**src/rtl/mole_link_pkg.sv**
```systemverilog
// mole_link_pkg
//   Shared constants, types and helpers for the mole link host.
//   - ASCII bytes exchanged with the remote board (hit, start, position base)
//   - mole count and one-hot mole vector type
//   - TX sequencer state encoding
//   - helpers: position-byte decode and 8-bit saturating increment
package mole_link_pkg;

    localparam int MOLE_COUNT = 5;

    localparam logic [7:0] CH_HIT      = 8'h48;  // 'H'
    localparam logic [7:0] CH_START    = 8'h53;  // 'S'
    localparam logic [7:0] CH_POS_BASE = 8'h30;  // '0' = mole 0

    // Outstanding 'H' bytes are held in a 2-bit saturating counter.
    localparam logic [1:0] HIT_PEND_MAX = 2'd3;

    // Cycles TX_ACK waits for tx_busy before assuming the handshake was lost.
    localparam int ACK_WAIT_CYCLES = 4;

    typedef logic [MOLE_COUNT-1:0] mole_vec_t;

    typedef enum logic [1:0] {
        TX_IDLE  = 2'd0,
        TX_SEND  = 2'd1,
        TX_ACK   = 2'd2,
        TX_DRAIN = 2'd3
    } tx_state_t;

    // True for the position bytes '0'..'4'.
    function automatic logic is_pos_byte(input logic [7:0] b);
        return (b >= CH_POS_BASE) && (b < (CH_POS_BASE + 8'(MOLE_COUNT)));
    endfunction

    // One-hot mole vector for a position byte (only meaningful when is_pos_byte).
    function automatic mole_vec_t pos_onehot(input logic [7:0] b);
        logic [7:0] idx;
        idx = b - CH_POS_BASE;
        return mole_vec_t'(1) << idx[2:0];
    endfunction

    function automatic logic [7:0] sat_inc8(input logic [7:0] v);
        return (v == 8'hFF) ? v : v + 8'd1;
    endfunction

endpackage

```
**src/rtl/mole_tx_sequencer.sv**
```systemverilog
// mole_tx_sequencer
//   Turns pending-byte requests into single uart_tx launches.
//   Ports:
//     clock, reset      system clock, async active-low reset
//     start_pend        an 'S' byte is waiting (has priority)
//     hit_pend          at least one 'H' byte is waiting
//     tx_busy           uart_tx is shifting a byte
//     tx_start          one-cycle launch pulse for uart_tx
//     tx_data           byte for uart_tx, held until the next launch is loaded
//     grant_start       one-cycle: the 'S' request has been consumed
//     grant_hit         one-cycle: one 'H' request has been consumed
module mole_tx_sequencer
    import mole_link_pkg::*;
(
    input  logic       clock,
    input  logic       reset,
    input  logic       start_pend,
    input  logic       hit_pend,
    input  logic       tx_busy,
    output logic       tx_start,
    output logic [7:0] tx_data,
    output logic       grant_start,
    output logic       grant_hit
);

    tx_state_t  state;
    tx_state_t  state_nx;
    logic       sel_start;   // byte currently loaded is 'S' (else 'H')
    logic [1:0] ack_cnt;     // cycles spent in TX_ACK without tx_busy
    logic       load;

    // NOTE: registers use non-blocking assignment so every flop samples pre-edge values.
    always_ff @(posedge clock or negedge reset) begin
        if (!reset) begin
            state <= TX_IDLE;
        end else begin
            state <= state_nx;
        end
    end

    // NOTE: every always_comb output gets a default first, so no path can infer a latch.
    always_comb begin
        state_nx = state;
        case (state)
            TX_IDLE: begin
                if ((start_pend || hit_pend) && !tx_busy) begin
                    state_nx = TX_SEND;
                end
            end
            TX_SEND: begin
                state_nx = TX_ACK;
            end
            TX_ACK: begin
                if (tx_busy) begin
                    state_nx = TX_DRAIN;
                end else if (ack_cnt == 2'(ACK_WAIT_CYCLES - 1)) begin
                    // uart_tx never acknowledged; don't wedge the link.
                    state_nx = TX_IDLE;
                end
            end
            TX_DRAIN: begin
                if (!tx_busy) begin
                    state_nx = TX_IDLE;
                end
            end
            default: state_nx = TX_IDLE;
        endcase
    end

    always_comb begin
        load        = (state == TX_IDLE) && (start_pend || hit_pend) && !tx_busy;
        tx_start    = (state == TX_SEND);
        grant_start = (state == TX_SEND) && sel_start;
        grant_hit   = (state == TX_SEND) && !sel_start;
    end

    // tx_data is loaded one cycle ahead of tx_start and only reloaded from
    // TX_IDLE, so it is stable for the whole uart_tx transfer.
    always_ff @(posedge clock or negedge reset) begin
        if (!reset) begin
            tx_data   <= 8'h00;
            sel_start <= 1'b0;
            ack_cnt   <= 2'd0;
        end else begin
            if (load) begin
                tx_data   <= start_pend ? CH_START : CH_HIT;
                sel_start <= start_pend;
            end
            if (state == TX_ACK) begin
                ack_cnt <= ack_cnt + 2'd1;
            end else begin
                ack_cnt <= 2'd0;
            end
        end
    end

endmodule

```
**src/rtl/mole_link_host.sv**
```systemverilog
// mole_link_host
//   Host side of the whack-a-mole serial link. Mirrors the remote mole
//   position received over UART, scores local button presses against it,
//   and reports hits ('H') and game starts ('S') back over UART.
//   Ports:
//     clock, reset          system clock (100 MHz), async active-low reset
//     rx_data, rx_ready     received byte and its one-cycle strobe
//     tx_busy               uart_tx is shifting a byte
//     start_req             one-cycle start pulse
//     press[4:0]            one-cycle mole-button pulses
//     tx_start, tx_data     launch pulse and byte for uart_tx
//     remote_mole[4:0]      one-hot mirrored mole, 0 when none
//     mole_valid            position is current and not timed out
//     hit_count, miss_count saturating scores since the last start
//     proto_err             one-cycle pulse on an unrecognised rx byte
module mole_link_host
    import mole_link_pkg::*;
#(
    parameter int TIMEOUT_CYCLES = 200_000_000
) (
    input  logic                  clock,
    input  logic                  reset,
    input  logic [7:0]            rx_data,
    input  logic                  rx_ready,
    input  logic                  tx_busy,
    input  logic                  start_req,
    input  logic [MOLE_COUNT-1:0] press,
    output logic                  tx_start,
    output logic [7:0]            tx_data,
    output logic [MOLE_COUNT-1:0] remote_mole,
    output logic                  mole_valid,
    output logic [7:0]            hit_count,
    output logic [7:0]            miss_count,
    output logic                  proto_err
);

    localparam int TO_W = (TIMEOUT_CYCLES > 1) ? $clog2(TIMEOUT_CYCLES) : 1;
    localparam logic [TO_W-1:0] TO_LAST = TO_W'(TIMEOUT_CYCLES - 1);

    logic            armed;
    logic [TO_W-1:0] timeout_cnt;
    logic            start_pend;
    logic [1:0]      hit_pend;
    logic            grant_start;
    logic            grant_hit;

    logic            pos_byte;
    logic            bad_byte;
    logic            is_hit;
    logic            hit_queue;
    logic            timed_out;
    logic [1:0]      hit_pend_left;

    // Presses are judged against the registered mole, so a byte arriving in
    // the same cycle only affects the next press.
    assign pos_byte      = rx_ready && is_pos_byte(rx_data);
    assign bad_byte      = rx_ready && !is_pos_byte(rx_data);
    assign is_hit        = (|(press & remote_mole)) && armed && mole_valid;
    assign hit_queue     = is_hit && !start_req;
    assign timed_out     = mole_valid && (timeout_cnt == TO_LAST);
    assign hit_pend_left = hit_pend - {1'b0, grant_hit};

    // Decode, scoring and timeout.
    always_ff @(posedge clock or negedge reset) begin
        if (!reset) begin
            remote_mole <= '0;
            mole_valid  <= 1'b0;
            armed       <= 1'b0;
            hit_count   <= 8'h00;
            miss_count  <= 8'h00;
            proto_err   <= 1'b0;
            timeout_cnt <= '0;
        end else begin
            proto_err <= bad_byte && !start_req;
            if (start_req) begin
                remote_mole <= '0;
                mole_valid  <= 1'b0;
                armed       <= 1'b0;
                hit_count   <= 8'h00;
                miss_count  <= 8'h00;
                timeout_cnt <= '0;
            end else begin
                if (is_hit) begin
                    hit_count <= sat_inc8(hit_count);
                    armed     <= 1'b0;
                end else if (|press) begin
                    miss_count <= sat_inc8(miss_count);
                end
                // A position byte in the same cycle as a hit re-arms: the
                // later assignment to armed below takes effect.
                if (pos_byte) begin
                    remote_mole <= pos_onehot(rx_data);
                    mole_valid  <= 1'b1;
                    armed       <= 1'b1;
                    timeout_cnt <= '0;
                end else if (timed_out) begin
                    remote_mole <= '0;
                    mole_valid  <= 1'b0;
                    armed       <= 1'b0;
                    timeout_cnt <= '0;
                end else if (mole_valid) begin
                    timeout_cnt <= timeout_cnt + TO_W'(1);
                end
            end
        end
    end

    // Pending TX requests. The grant is retired before a same-cycle hit is
    // added, so a full counter that is being drained still accepts the hit.
    always_ff @(posedge clock or negedge reset) begin
        if (!reset) begin
            start_pend <= 1'b0;
            hit_pend   <= 2'd0;
        end else begin
            if (start_req) begin
                start_pend <= 1'b1;
            end else if (grant_start) begin
                start_pend <= 1'b0;
            end
            if (hit_queue && (hit_pend_left != HIT_PEND_MAX)) begin
                hit_pend <= hit_pend_left + 2'd1;
            end else begin
                hit_pend <= hit_pend_left;
            end
        end
    end

    mole_tx_sequencer u_tx_seq (
        .clock       (clock),
        .reset       (reset),
        .start_pend  (start_pend),
        .hit_pend    (hit_pend != 2'd0),
        .tx_busy     (tx_busy),
        .tx_start    (tx_start),
        .tx_data     (tx_data),
        .grant_start (grant_start),
        .grant_hit   (grant_hit)
    );

endmodule

```
**config.mk**
```make
export PLATFORM = sky130hd
export DESIGN_NAME = mole_link_host
export DESIGN_NICKNAME = d
export VERILOG_FILES = /design/src/rtl/mole_link_pkg.sv /design/src/rtl/mole_tx_sequencer.sv /design/src/rtl/mole_link_host.sv
export SDC_FILE = /design/constraint.sdc
export NUM_CORES = 1
export LEC_CHECK = 0
export CORE_MARGIN = 4
export CORE_UTILIZATION = 58
export DETAILED_ROUTE_END_ITERATION = 10
export PLACE_DENSITY = 0.85
export SYNTH_ARGS = -nofsm -noshare
export SYNTH_HDL_FRONTEND = slang
export SYNTH_SLANG_ARGS = --single-unit
```
**constraint.sdc**
```tcl
create_clock -name clock -period 6.1 [get_ports clock]
set_input_delay 1.22 -clock clock [delete_from_list [all_inputs] [get_ports clock]]
set_output_delay 1.22 -clock clock [all_outputs]
set_load 0.02 [all_outputs]
```
# Word-level counts from Yosys, hierarchy flattened
# Cells that the tools add are included.
word_totals:
  word_cells: 101
  in_bits: 18
  rom_bits: 0
  register_bits: 68
  mem_count: 0
  latch_bits: 0
  output_inout_bits: 32
  ram_bits: 0
classes:
  shifts: 1
  n_mul: 0
  addsub: 7
  magnitude_cmp: 2
  bitwise: 1
  n_mux: 31
  reduce_logical: 32
  div: 0
  eq_ne: 14
ops:
  columns: ["operator", "count"]
  rows:
  - ["2-to-1 mux 28 bit", 4]
  - ["2-to-1 mux 8 bit", 7]
  - ["adder 28 x 1 -> 28 bit, second input constant", 1]
  - ["equality test 28 bit, second input constant", 1]
  - ["2-to-1 mux 5 bit", 4]
  - ["adder 8 x 1 -> 8 bit, second input constant", 2]
  - ["equality test 8 bit, second input constant", 2]
  - ["logical AND 1 bit", 14]
  - ["2-to-1 mux 2 bit", 6]
  - ["!= test 2 bit, second input constant", 5]
  - ["OR reduction 5 bit", 2]
  - ["2-to-1 mux 1 bit", 9]
  - [">= comparator 8 x 6 -> 1 bit, second input constant", 1]
  - ["less-than comparator 8 x 6 -> 1 bit, second input constant", 1]
  - ["case mux 2 bit (4 select lines)", 1]
  - ["nonzero test 2 bit", 4]
  - ["nonzero test 4 bit", 2]
  - ["equality test 2 bit, second input constant", 3]
  - ["AND reduction 3 bit", 2]
  - ["AND 5 bit", 1]
  - ["left shift 1 x 3 -> 5 bit, first input constant", 1]
  - ["adder 2 x 1 -> 2 bit, second input constant", 2]
  - ["zero test 1 bit", 4]
  - ["!= test 3 x 2 -> 1 bit, second input constant", 1]
  - ["other kinds (8)", 8]

# Longest topological paths before layout
# Gate-level depths: netlist of run 1.
depth:
  ltp_word: 8
  mapped_depth: 7
  ltp_nobuf: 7

# Modules after synthesis
# A second synthesis of run 1 with hierarchy kept.
unflattened:
  hier_cells: 355
  hier_area_um2: 3505.9
modules_own_cells:
  columns: ["module", "area_each_um2", "cells_each", "seq_area_each_um2", "instances"]
  rows:
  - ["mole_link_host", 3153.0, 323, 1376.3, 1]
  - ["mole_tx_sequencer", 352.8, 32, 175.2, 1]

# Worst setup path before layout of run 1
# OpenSTA, ideal clock, no wires.
synth_path:
  path_kind: "input to register"
  start: "input rx_data[6]"
  end: "register timeout_cnt[27]"
  setup_time_ns: 0.078
  required_ns: 6.022
  cell_stages: 5
  arrival_time_ns: 2.679
  n_path_buf: 0
  slack_ns: 3.344
  cell_sequence: "or2_1 > o31ai_4 > o2111ai_4 > or4_1 > a21oi_1"
synth_via:
  elab_chain_cells: 5
  elab_cells_between_ends: 7
  cone_classes: "order compare: 2; mux: 2; reduce/logical: 3"
synth_lines:
  columns: ["item", "line_no", "text"]
  rows:
  - ["from (decl)", "mole_link_host.sv:23", "input logic [7:0] rx_data,"]
  - [">= comparator 8 x 6 -> 1 bit / less-than comparator 8 x 6 -> 1 bit (equally long branches)", "mole_link_pkg.sv:32", "return (b >= CH_POS_BASE) && (b < (CH_POS_BASE + 8'(MOLE_COUNT)));"]
  - ["logical AND 1 bit *", "mole_link_pkg.sv:32", null]
  - ["logical AND 1 bit *", "mole_link_host.sv:56", "assign pos_byte = rx_ready && is_pos_byte(rx_data);"]
  - ["2-to-1 mux 28 bit", "mole_link_host.sv:91", "if (pos_byte) begin"]
  - ["2-to-1 mux 28 bit", "mole_link_host.sv:75", "if (start_req) begin"]
  - ["to (signal assigned)", "mole_link_host.sv:102", "timeout_cnt <= timeout_cnt + TO_W'(1);"]
  - ["to (decl)", "mole_link_host.sv:41", "logic [TO_W-1:0] timeout_cnt;"]
# Every way passes the cells marked *; elsewhere a longest branch is shown, timed or not.
# A chain may end at the register's enable or synchronous reset.

# Final worst setup path of run 1
layout_path:
  start: "input start_req"
  end: "register timeout_cnt[27]"
layout_via:
  elab_chain_cells: 1
  elab_cells_between_ends: 2
  cone_classes: "mux: 1; reduce/logical: 1"
layout_lines:
  columns: ["item", "line_no", "text"]
  rows:
  - ["from (decl)", "mole_link_host.sv:26", "input logic start_req,"]
  - ["nonzero test 4 bit (no source line) / 2-to-1 mux 28 bit (equally long branches)", null, null]
# Several ways; a longest one is shown, not always the timed one.

==> flow_metrics.env, run 1 <==
export IMPL_outcome="finished, final reports clean"
export IMPL_numClockSinks=62
export IMPL_crit_required_ps=6370
export IMPL_seq_area_um2=1550
export IMPL_coreArea_um2=5540
export IMPL_dr_pass1_iters=4
export IMPL_final_util=0.725
export IMPL_cts_tree="built"
export IMPL_htreeDepth=3
export IMPL_wl_um=7420
export IMPL_synth_edff_count=0
export IMPL_power_density_nw_per_um2=252
export IMPL_dpl_cell_area_um2=3820
export IMPL_worst_setup_path_start_kind="primary input"
export IMPL_die_area_um2=7020
export IMPL_netlist_area_um2=3330
export IMPL_rsz0062_at_grt="false"
export IMPL_end_kind="flop"
export IMPL_cts_root_buf="clkbuf_8"
export IMPL_worstPathArrival_ps=3730
export IMPL_tightest_slew_ps=884
export IMPL_portBuffers=46
export IMPL_post_cts_buffers=0
export IMPL_drv_cap=0
export IMPL_fin_crit_sh=0.568
export IMPL_reg2regPathDepth=5
export IMPL_cts_resized=0
export IMPL_die_x_um=83.8
export IMPL_place_congestion=0.823
export IMPL_cts_made_buffers=9
export IMPL_cts_hold_buf=0
export IMPL_start_util=0.601
export IMPL_setup_tns_final_ps=0
export IMPL_dr_total_vias=2818
export IMPL_synth_distinct_cells=57
export IMPL_grt_use_total=0.228
export IMPL_overflow=0
export IMPL_wl_per_cell_um=15.7
export IMPL_dp_hpwl_um=5210
export IMPL_maxSlewViolCount=0
export IMPL_path_clk_slew_ps=60
export IMPL_hold_path_class="flop to flop"
export IMPL_skew_ps=10.5
export IMPL_syn_avg_cell_area_um2=9.54
export IMPL_die_h_um=83.8
export IMPL_yosys_warnings=0
export IMPL_yosysSeqAreaShare=0.466
export IMPL_relSlewSlack=0.409
export IMPL_nets=419
export IMPL_regToRegStartpoint="mole_valid"
export IMPL_rows=27
export IMPL_first_global_vias=2752
export IMPL_final_area_um2=4020
export IMPL_synth_seq_cells=62
export IMPL_timing_rr_end="hit_count[7]"
export IMPL_clock_fmax_ghz=0.289
export IMPL_clk_latency_ps=350
export IMPL_async_reset_ff_frac=1.00
export IMPL_drive_above_1_share=0.0800
export IMPL_fin_crit_ps=3470
export IMPL_critPathMaxFanout=22
export IMPL_endpoint="timeout_cnt[27]"
export IMPL_synth_ff_type="dfrtp_1"
export IMPL_critical_path_class="primary input to flop"
export IMPL_ant_nets=0
export IMPL_setup_viol=0
export IMPL_drc_errors=0
export IMPL_synth_cells=349
export IMPL_ir_worst_vdd_mv=0.156
export IMPL_grt_max_degree=63
export IMPL_pin_count=50
export IMPL_multiInputGateArea_um2=1670
export IMPL_syn_to_final_growth_pct=20.7
export IMPL_fillers=440
export IMPL_antenna_cells=0
export IMPL_clockBufferDepth=2
export IMPL_final_hold_violation_count=0
export IMPL_antenna_found_initial=0
export IMPL_crit_path_start="start_req"
export IMPL_first_iter_violations=235
export IMPL_grt_pass1_wl_um=12900
export IMPL_r2r_setup_slack_ps=3280
export IMPL_via_per_inst=5.97
export IMPL_leakagePower_nw=1.58
-- how the worst min path moves through the flow --
stage	to	startpoint	slack [ps]	cells past startpoint
floorplan	u_tx_seq.ack_cnt[0]	u_tx_seq.ack_cnt[0]	410	1
global placement	u_tx_seq.ack_cnt[0]	u_tx_seq.ack_cnt[0]	430	1
detailed placement	u_tx_seq.tx_data[6]	u_tx_seq.tx_data[6]	450	1
CTS	u_tx_seq.ack_cnt[0]	u_tx_seq.ack_cnt[0]	460	1
global route	u_tx_seq.ack_cnt[0]	u_tx_seq.ack_cnt[0]	480	1
finish	u_tx_seq.ack_cnt[0]	u_tx_seq.ack_cnt[0]	460	1
-- power breakdown --
group	total (mW)	internal [mW]	switching [mW]
combinational	0.171	0.0798	0.0908
clock	0.367	0.211	0.156
sequential	0.474	0.444	0.0300
-- cells in the final DEF (no fill, tap or decap), types with 9 or more instances in the layout --
| cell | count |
|---|---|
| o21ai_0 | 15 |
| nand3_1 | 27 |
| nand2_1 | 32 |
| a21oi_1 | 23 |
| dfrtp_1 | 62 |
| clkbuf_8 | 11 |
| nor2_1 | 27 |
| or3_1 | 13 |
| inv_1 | 9 |
| xor2_1 | 11 |
| nor3_1 | 10 |
| nand4_1 | 9 |
| clkdlybuf4s50_1 | 45 |
-- logic make-up (layout without fill, tap and decap cells) --
| logic type | count (synthesis) | after routing | synth area share |
|---|---|---|---|
| adders and majority gates | 6 | 6 | 0.0225 |
| DFF | 62 | 62 | 0.466 |
| xor gates and xnor gates | 19 | 19 | 0.0500 |
| other | 1 | 3 | 0.00113 |
| and+or+nand+nor | 162 | 162 | 0.268 |
| buffers and inverters | 24 | 73 | 0.0346 |
| muxes | 4 | 4 | 0.0128 |
| AOI/OAI and AO/OA | 71 | 71 | 0.145 |
-- metrics by stage --
step	hold WS, ps	worst slack, ps	power, mW	std cells
finish	456	2630	1.01	472
floorplan	414	3340	0.585	351
CTS	462	2650	1.02	472
global placement	426	2360	0.643	456
global route	477	2460	1.06	472
detailed placement	453	2300	0.653	456
-- per-layer routing --
layer	GRT usage	wire [µm]	vias up
met5	0	0	-
met4	0.0950	149	0
met3	0.0563	390	13
met2	0.349	3420	82
met1	0.310	3460	1342
li1	-	-	1381
-- worst max-delay path: stages --
cell and delay, ps:
clkdlybuf4s50_1 970, inv_1 300, o31ai_4 110, buf_4 270
o2111ai_4 190, or4_1 510, a21oi_1 150
-- registers in the layout, indices dropped and copies added, names as in the netlist --
register          cells
miss_count            8
start_pend            1
u_tx_seq.state        2
hit_count             8
proto_err             1
u_tx_seq.ack_cnt      2
mole_valid            1
hit_pend              2
timeout_cnt          28
u_tx_seq.tx_data      3
armed                 1
remote_mole           5
-- layout make-up --
| type | count | share of cell area |
|---|---|---|
| tap | 72 | 0.0224 |
| timing repair buffer | 48 | 0.117 |
| inverter | 9 | 0.00841 |
| clock inverter | 3 | 0.0106 |
| sequential | 62 | 0.386 |
| clock buffer | 13 | 0.0395 |
| multi-input combinational | 265 | 0.416 |
-- Yosys cell counts, types with 3 or more instances --
cell type | instances | share of area
dfrtp_1 | 62 | 0.47
nand2_1 | 32 | 0.036
nand3_1 | 27 | 0.041
nor2_1 | 27 | 0.030
a21oi_1 | 23 | 0.035
o21ai_0 | 15 | 0.023
or3_1 | 13 | 0.024
xor2_1 | 11 | 0.029
nor3_1 | 10 | 0.015
inv_1 | 9 | 0.010
nand4_1 | 9 | 0.017
nor4_1 | 8 | 0.015
xnor2_1 | 8 | 0.021
clkbuf_1 | 7 | 0.0079
a31oi_1 | 6 | 0.011
buf_4 | 6 | 0.014
ha_1 | 6 | 0.023
and3_1 | 5 | 0.0094
o21a_1 | 4 | 0.0090
or2_2 | 4 | 0.0075
and4_1 | 3 | 0.0079
nand3b_1 | 3 | 0.0068
nor3b_1 | 3 | 0.0068
o211ai_1 | 3 | 0.0068
or4_1 | 3 | 0.0068
No activity file was read; power rests on OpenSTA's default activity.
==> inputs of run 2 (changes only) <==
--- a/config.mk
+++ b/config.mk
@@ -6,9 +6,9 @@
 export NUM_CORES = 1
 export LEC_CHECK = 0
 export CORE_MARGIN = 4
-export CORE_UTILIZATION = 58
+export CORE_UTILIZATION = 49
 export DETAILED_ROUTE_END_ITERATION = 10
-export PLACE_DENSITY = 0.85
+export PLACE_DENSITY = 0.76
 export SYNTH_ARGS = -nofsm -noshare
 export SYNTH_HDL_FRONTEND = slang
 export SYNTH_SLANG_ARGS = --single-unit
==> constraint.sdc (replaced) <==
create_clock -name clock -period 2.9 [get_ports clock]
set_input_delay 0.58 -clock clock [delete_from_list [all_inputs] [get_ports clock]]
set_output_delay 0.58 -clock clock [all_outputs]
set_load 0.02 [all_outputs]
==> flow_metrics.env, run 2 (same netlist as run 1, synthesis figures left out) <==
export IMPL_outcome="finished, final reports clean"
export IMPL_tightest_slew_ps=836
export IMPL_fin_crit_ps=2340
export IMPL_rows=29
export IMPL_crit_required_ps=3160
export IMPL_end_kind="flop"
export IMPL_antenna_cells=0
export IMPL_dp_hpwl_um=5870
export IMPL_top_regs="timeout_cnt x28, hit_count x8, miss_count x8"
export IMPL_p_sw_uw=617
export IMPL_first_iter_violations=240
export IMPL_overflow=0
export IMPL_pwr_share_clk=0.362
export IMPL_timing_rr_end="timeout_cnt[4]"
export IMPL_dr_total_vias=2953
export IMPL_cts_resized=0
export IMPL_cts_hold_buf=0
export IMPL_internal_power_mw=1.50
export IMPL_first_global_vias=2862
export IMPL_fin_crit_sh=0.807
export IMPL_grt_max_degree=29
export IMPL_post_cts_buffers=0
export IMPL_largest_reg_flops=28
export IMPL_clock_fmax_ghz=0.427
export IMPL_setup_viol=0
export IMPL_regMostFlops="timeout_cnt"
export IMPL_leakagePower_nw=1.60
export IMPL_holdWs_ps=119
export IMPL_final_hold_violation_count=0
export IMPL_ant_nets=0
export IMPL_layout_commonest_cell="dfrtp_1"
export IMPL_drive_above_1_share=0.0963
export IMPL_ir_worst_vdd_mv=0.284
export IMPL_fillers=547
export IMPL_pin_count=50
export IMPL_htreeDepth=3
export IMPL_start_util=0.516
export IMPL_nets=424
export IMPL_preCtsSetupSlack_ps=217
export IMPL_antenna_found_initial=0
export IMPL_wl_um=8090
export IMPL_cts_tree="built"
export IMPL_hold_path_class="primary input to asynchronous set/reset pin"
export IMPL_reg2regPathDepth=5
export IMPL_place_congestion=0.878
export IMPL_power_density_nw_per_um2=522
export IMPL_worst_setup_path_start_kind="primary input"
export IMPL_grt_pass1_wl_um=13900
export IMPL_wl_per_cell_um=16.8
export IMPL_cts_root_buf="clkbuf_8"
export IMPL_r2r_setup_slack_ps=590
export IMPL_syn_to_final_growth_pct=21.9
export IMPL_die_h_um=90.4
export IMPL_relSlewSlack=0.441
export IMPL_dr_pass1_iters=5
export IMPL_power_mw=2.12
export IMPL_grt_use_total=0.209
export IMPL_skew_ps=9.54
export IMPL_numClockSinks=62
export IMPL_drc_errors=0
export IMPL_setup_tns_final_ps=0
export IMPL_coreArea_um2=6460
export IMPL_p_comb_frac=0.169
export IMPL_die_x_um=90.4
export IMPL_maxSlewViolCount=0
export IMPL_critical_path_class="primary input to flop"
export IMPL_p_sw_frac=0.292
export IMPL_mostFrequentLayoutCells="62 x dfrtp_1, 45 x clkdlybuf4s50_1, 32 x nand2_1"
export IMPL_clockBufferDepth=2
export IMPL_worstPathArrival_ps=2600
export IMPL_clk_latency_ps=350
export IMPL_pwr_share_seq=0.469
export IMPL_path_clk_slew_ps=80
export IMPL_die_area_um2=8180
export IMPL_via_per_inst=6.13
export IMPL_worst_slack_ps=560
export IMPL_portBuffers=46
export IMPL_regToRegStartpoint="timeout_cnt[12]"
export IMPL_drv_cap=0
export IMPL_critPathMaxFanout=8
export IMPL_cts_made_buffers=9
export IMPL_rsz0062_at_grt="false"
==> run 2: layout make-up <==
type / instances / area (µm²) / area share
clock buffers: 9 / 124 / 0.0305
clock inverters: 7 / 73.8 / 0.0182
inverters: 9 / 33.8 / 0.00832
multi-input cells: 265 / 1670 / 0.412
flip-flops and latches: 62 / 1550 / 0.382
well taps: 77 / 96.3 / 0.0237
repair buffers: 53 / 508 / 0.125
==> run 2: worst max-delay path by stage <==
stage	from	endpoint	cells after the start
after floorplan	rx_data[6]	timeout_cnt[27]	5
after global routing	rx_data[1]	timeout_cnt[27]	6
after detailed placement	rx_data[1]	timeout_cnt[27]	6
final	rx_data[1]	timeout_cnt[27]	6
after CTS	rx_data[1]	timeout_cnt[27]	6
after global placement	rx_data[1]	timeout_cnt[27]	6
==> run 2: worst max-delay path, stage by stage <==
cell and delay (ps):
clkdlybuf4s50_1 490, o21a_1 270, o31ai_4 400, o2111ai_4 210, or4_1 510, a21oi_1 150
==> run 2: metrics by stage <==
step	util	std cells	area (µm²)
after floorplan	-	351	3340
after global placement	0.598	466	3860
after CTS	0.628	482	4060
after global routing	0.628	482	4060
after detailed placement	0.598	466	3860
final	0.628	482	4060
==> run 2: power by group through the flow <==
stage	logic (mW)	clock network (mW)	registers [mW]
finish	0.357	0.767	0.993
global route	0.398	0.824	1.01
CTS	0.366	0.780	0.995
detailed placement	0.365	0	1.01
global placement	0.345	0	1.01
floorplan	0.219	0	1.01
==> run 2: routing by layer <==
metal	vias to the layer above	GRT usage	routed length (µm)
met4	0	0.0995	201
li1	1382	-	-
met5	-	0	0
met1	1447	0.265	3550
met3	22	0.0442	514
met2	102	0.340	3820
==> inputs of run 3 (changes only) <==
==> constraint.sdc (replaced) <==
create_clock -name clock -period 1.9 [get_ports clock]
set_input_delay 0.38 -clock clock [delete_from_list [all_inputs] [get_ports clock]]
set_output_delay 0.38 -clock clock [all_outputs]
set_load 0.02 [all_outputs]
==> flow_metrics.env, run 3 (same netlist as run 1, synthesis figures left out) <==
export IMPL_critPathMaxFanout=5
export IMPL_drv_cap=0
export IMPL_cts_root_buf="clkbuf_8"
export IMPL_syn_to_final_growth_pct=44.4
export IMPL_power_density_nw_per_um2=708
export IMPL_clock_fmax_ghz=0.492
export IMPL_via_per_inst=5.94
export IMPL_final_util=0.744
export IMPL_end_kind="flop"
export IMPL_dp_hpwl_um=5980
export IMPL_cts_tree="built"
export IMPL_skew_ps=11.9
export IMPL_cts_made_buffers=9
export IMPL_worst_slack_ps=-133
export IMPL_leakagePower_nw=1.93
export IMPL_internal_power_mw=2.41
export IMPL_fin_crit_sh=1.07
export IMPL_layout_commonest_cell="dfrtp_1"
export IMPL_die_area_um2=8180
export IMPL_die_x_um=90.4
export IMPL_regToRegStartpoint="timeout_cnt[13]"
export IMPL_dr_pass1_iters=4
export IMPL_p_sw_uw=993
export IMPL_die_h_um=90.4
export IMPL_numClockSinks=62
export IMPL_hold_path_class="primary input to asynchronous set/reset pin"
export IMPL_antenna_cells=0
export IMPL_htreeDepth=3
export IMPL_worstPathArrival_ps=2270
export IMPL_place_congestion=0.841
export IMPL_antenna_found_initial=0
export IMPL_ant_nets=0
export IMPL_outcome="finished, violations left"
export IMPL_mostFrequentLayoutCells="61 x dfrtp_1, 60 x buf_4, 44 x clkdlybuf4s50_1"
export IMPL_ir_worst_vdd_mv=0.496
export IMPL_first_global_vias=2997
export IMPL_regMostFlops="timeout_cnt"
export IMPL_maxSlewViolCount=0
export IMPL_critical_path_class="flop to flop"
export IMPL_path_clk_slew_ps=80
export IMPL_rows=29
export IMPL_drc_errors=0
export IMPL_start_util=0.516
export IMPL_final_hold_violation_count=0
export IMPL_crit_path_start="timeout_cnt[13]"
export IMPL_p_comb_frac=0.205
export IMPL_holdWs_ps=25.5
export IMPL_grt_pass1_wl_um=14000
export IMPL_largest_reg_flops=28
export IMPL_p_sw_frac=0.292
export IMPL_top_regs="timeout_cnt x28, hit_count x8, miss_count x8"
export IMPL_pwr_share_clk=0.354
export IMPL_crit_required_ps=2130
export IMPL_coreArea_um2=6460
export IMPL_grt_max_degree=63
export IMPL_relSlewSlack=0.649
export IMPL_setup_viol=29
export IMPL_violations="setup timing"
export IMPL_clockBufferDepth=2
export IMPL_wl_um=9130
export IMPL_first_iter_violations=152
export IMPL_grt_use_total=0.208
export IMPL_worst_setup_path_start_kind="flop"
export IMPL_portBuffers=46
export IMPL_nets=483
export IMPL_overflow=0
export IMPL_dr_total_vias=3216
export IMPL_wl_per_cell_um=16.9
export IMPL_tightest_slew_ps=523
export IMPL_pin_count=50
export IMPL_fin_crit_ps=2030
export IMPL_fillers=458
export IMPL_drive_above_1_share=0.295
export IMPL_clk_latency_ps=350
export IMPL_pwr_share_seq=0.441
export IMPL_rsz0062_at_grt="true"
run 3: changes by cell type in the layout (fill, tap and decap cells not counted), sizes merged:
cell,change
clkdlybuf4s50,-1
clkinv,-1
clkinvlp,+1
dlygate4sd2,+1
buf,+58
clkbuf,+2
inv,-1
run 3: power by group through the flow:
stage	combinational [mW]	sequential, mW	clock [mW]
finish	0.700	1.50	1.21
global route	0.768	1.51	1.27
global placement	0.631	1.51	0
floorplan	0.336	1.54	0
CTS	0.654	1.49	1.22
detailed placement	0.653	1.52	0
run 3: stage by stage:
stage	instance area [µm²]	cells	power [mW]	setup slack (ps)	setup TNS, ps
after floorplan	3350	351	1.88	-7.60	-7.60
after global placement	4270	516	2.14	-359	-7520
after detailed placement	4270	516	2.17	-395	-8740
after CTS	4520	532	3.36	-111	-983
after global routing	4810	541	3.55	-211	-4330
final	4810	541	3.41	-133	-1900
run 3: final timing paths:
path	endpoint	slack, ps	cells after the start
max	remote_mole[0]	-130	5
min	miss_count[0]	30	2
max reg2reg	remote_mole[0]	-130	5
min reg2reg	u_tx_seq.ack_cnt[0]	440	1
max in group asynchronous	timeout_cnt[0]	1570	2
min in group clock	u_tx_seq.ack_cnt[0]	440	1
run 3: final cells by class:
| class | count | area (µm²) | share of cell area |
|---|---|---|---|
| inverter | 9 | 33.8 | 0.00703 |
| tap | 77 | 96.3 | 0.0200 |
| multi-input combinational | 265 | 1910 | 0.398 |
| sequential | 62 | 1550 | 0.323 |
| clock inverter | 6 | 71.3 | 0.0148 |
| timing repair buffer | 112 | 1000 | 0.209 |
| clock buffer | 10 | 138 | 0.0286 |
run 3: layer usage:
layer,part of all wire,global-route usage,vias up,wire (µm)
met4,0.021,0.0880,0,189
met1,0.45,0.290,1575,4080
met2,0.48,0.316,125,4380
met5,0,0,-,0
met3,0.052,0.0383,17,479
li1,-,-,1499,-
run 3: timing repair:
action                     in CTS  in global routing
resized for setup               7                 46
pin swaps                       2                 23
setup buffers                   0                  8
setup endpoints to repair      27                 44
gates cloned                    0                  1
hold buffers                    0                  0
run 3: worst max-delay path: stages, from the launching register on:
cell and delay (ps):
dfrtp_1 390, or4b_4 570, nor4_4 360, nand3_4 170, and2_4 220, a22o_1 220
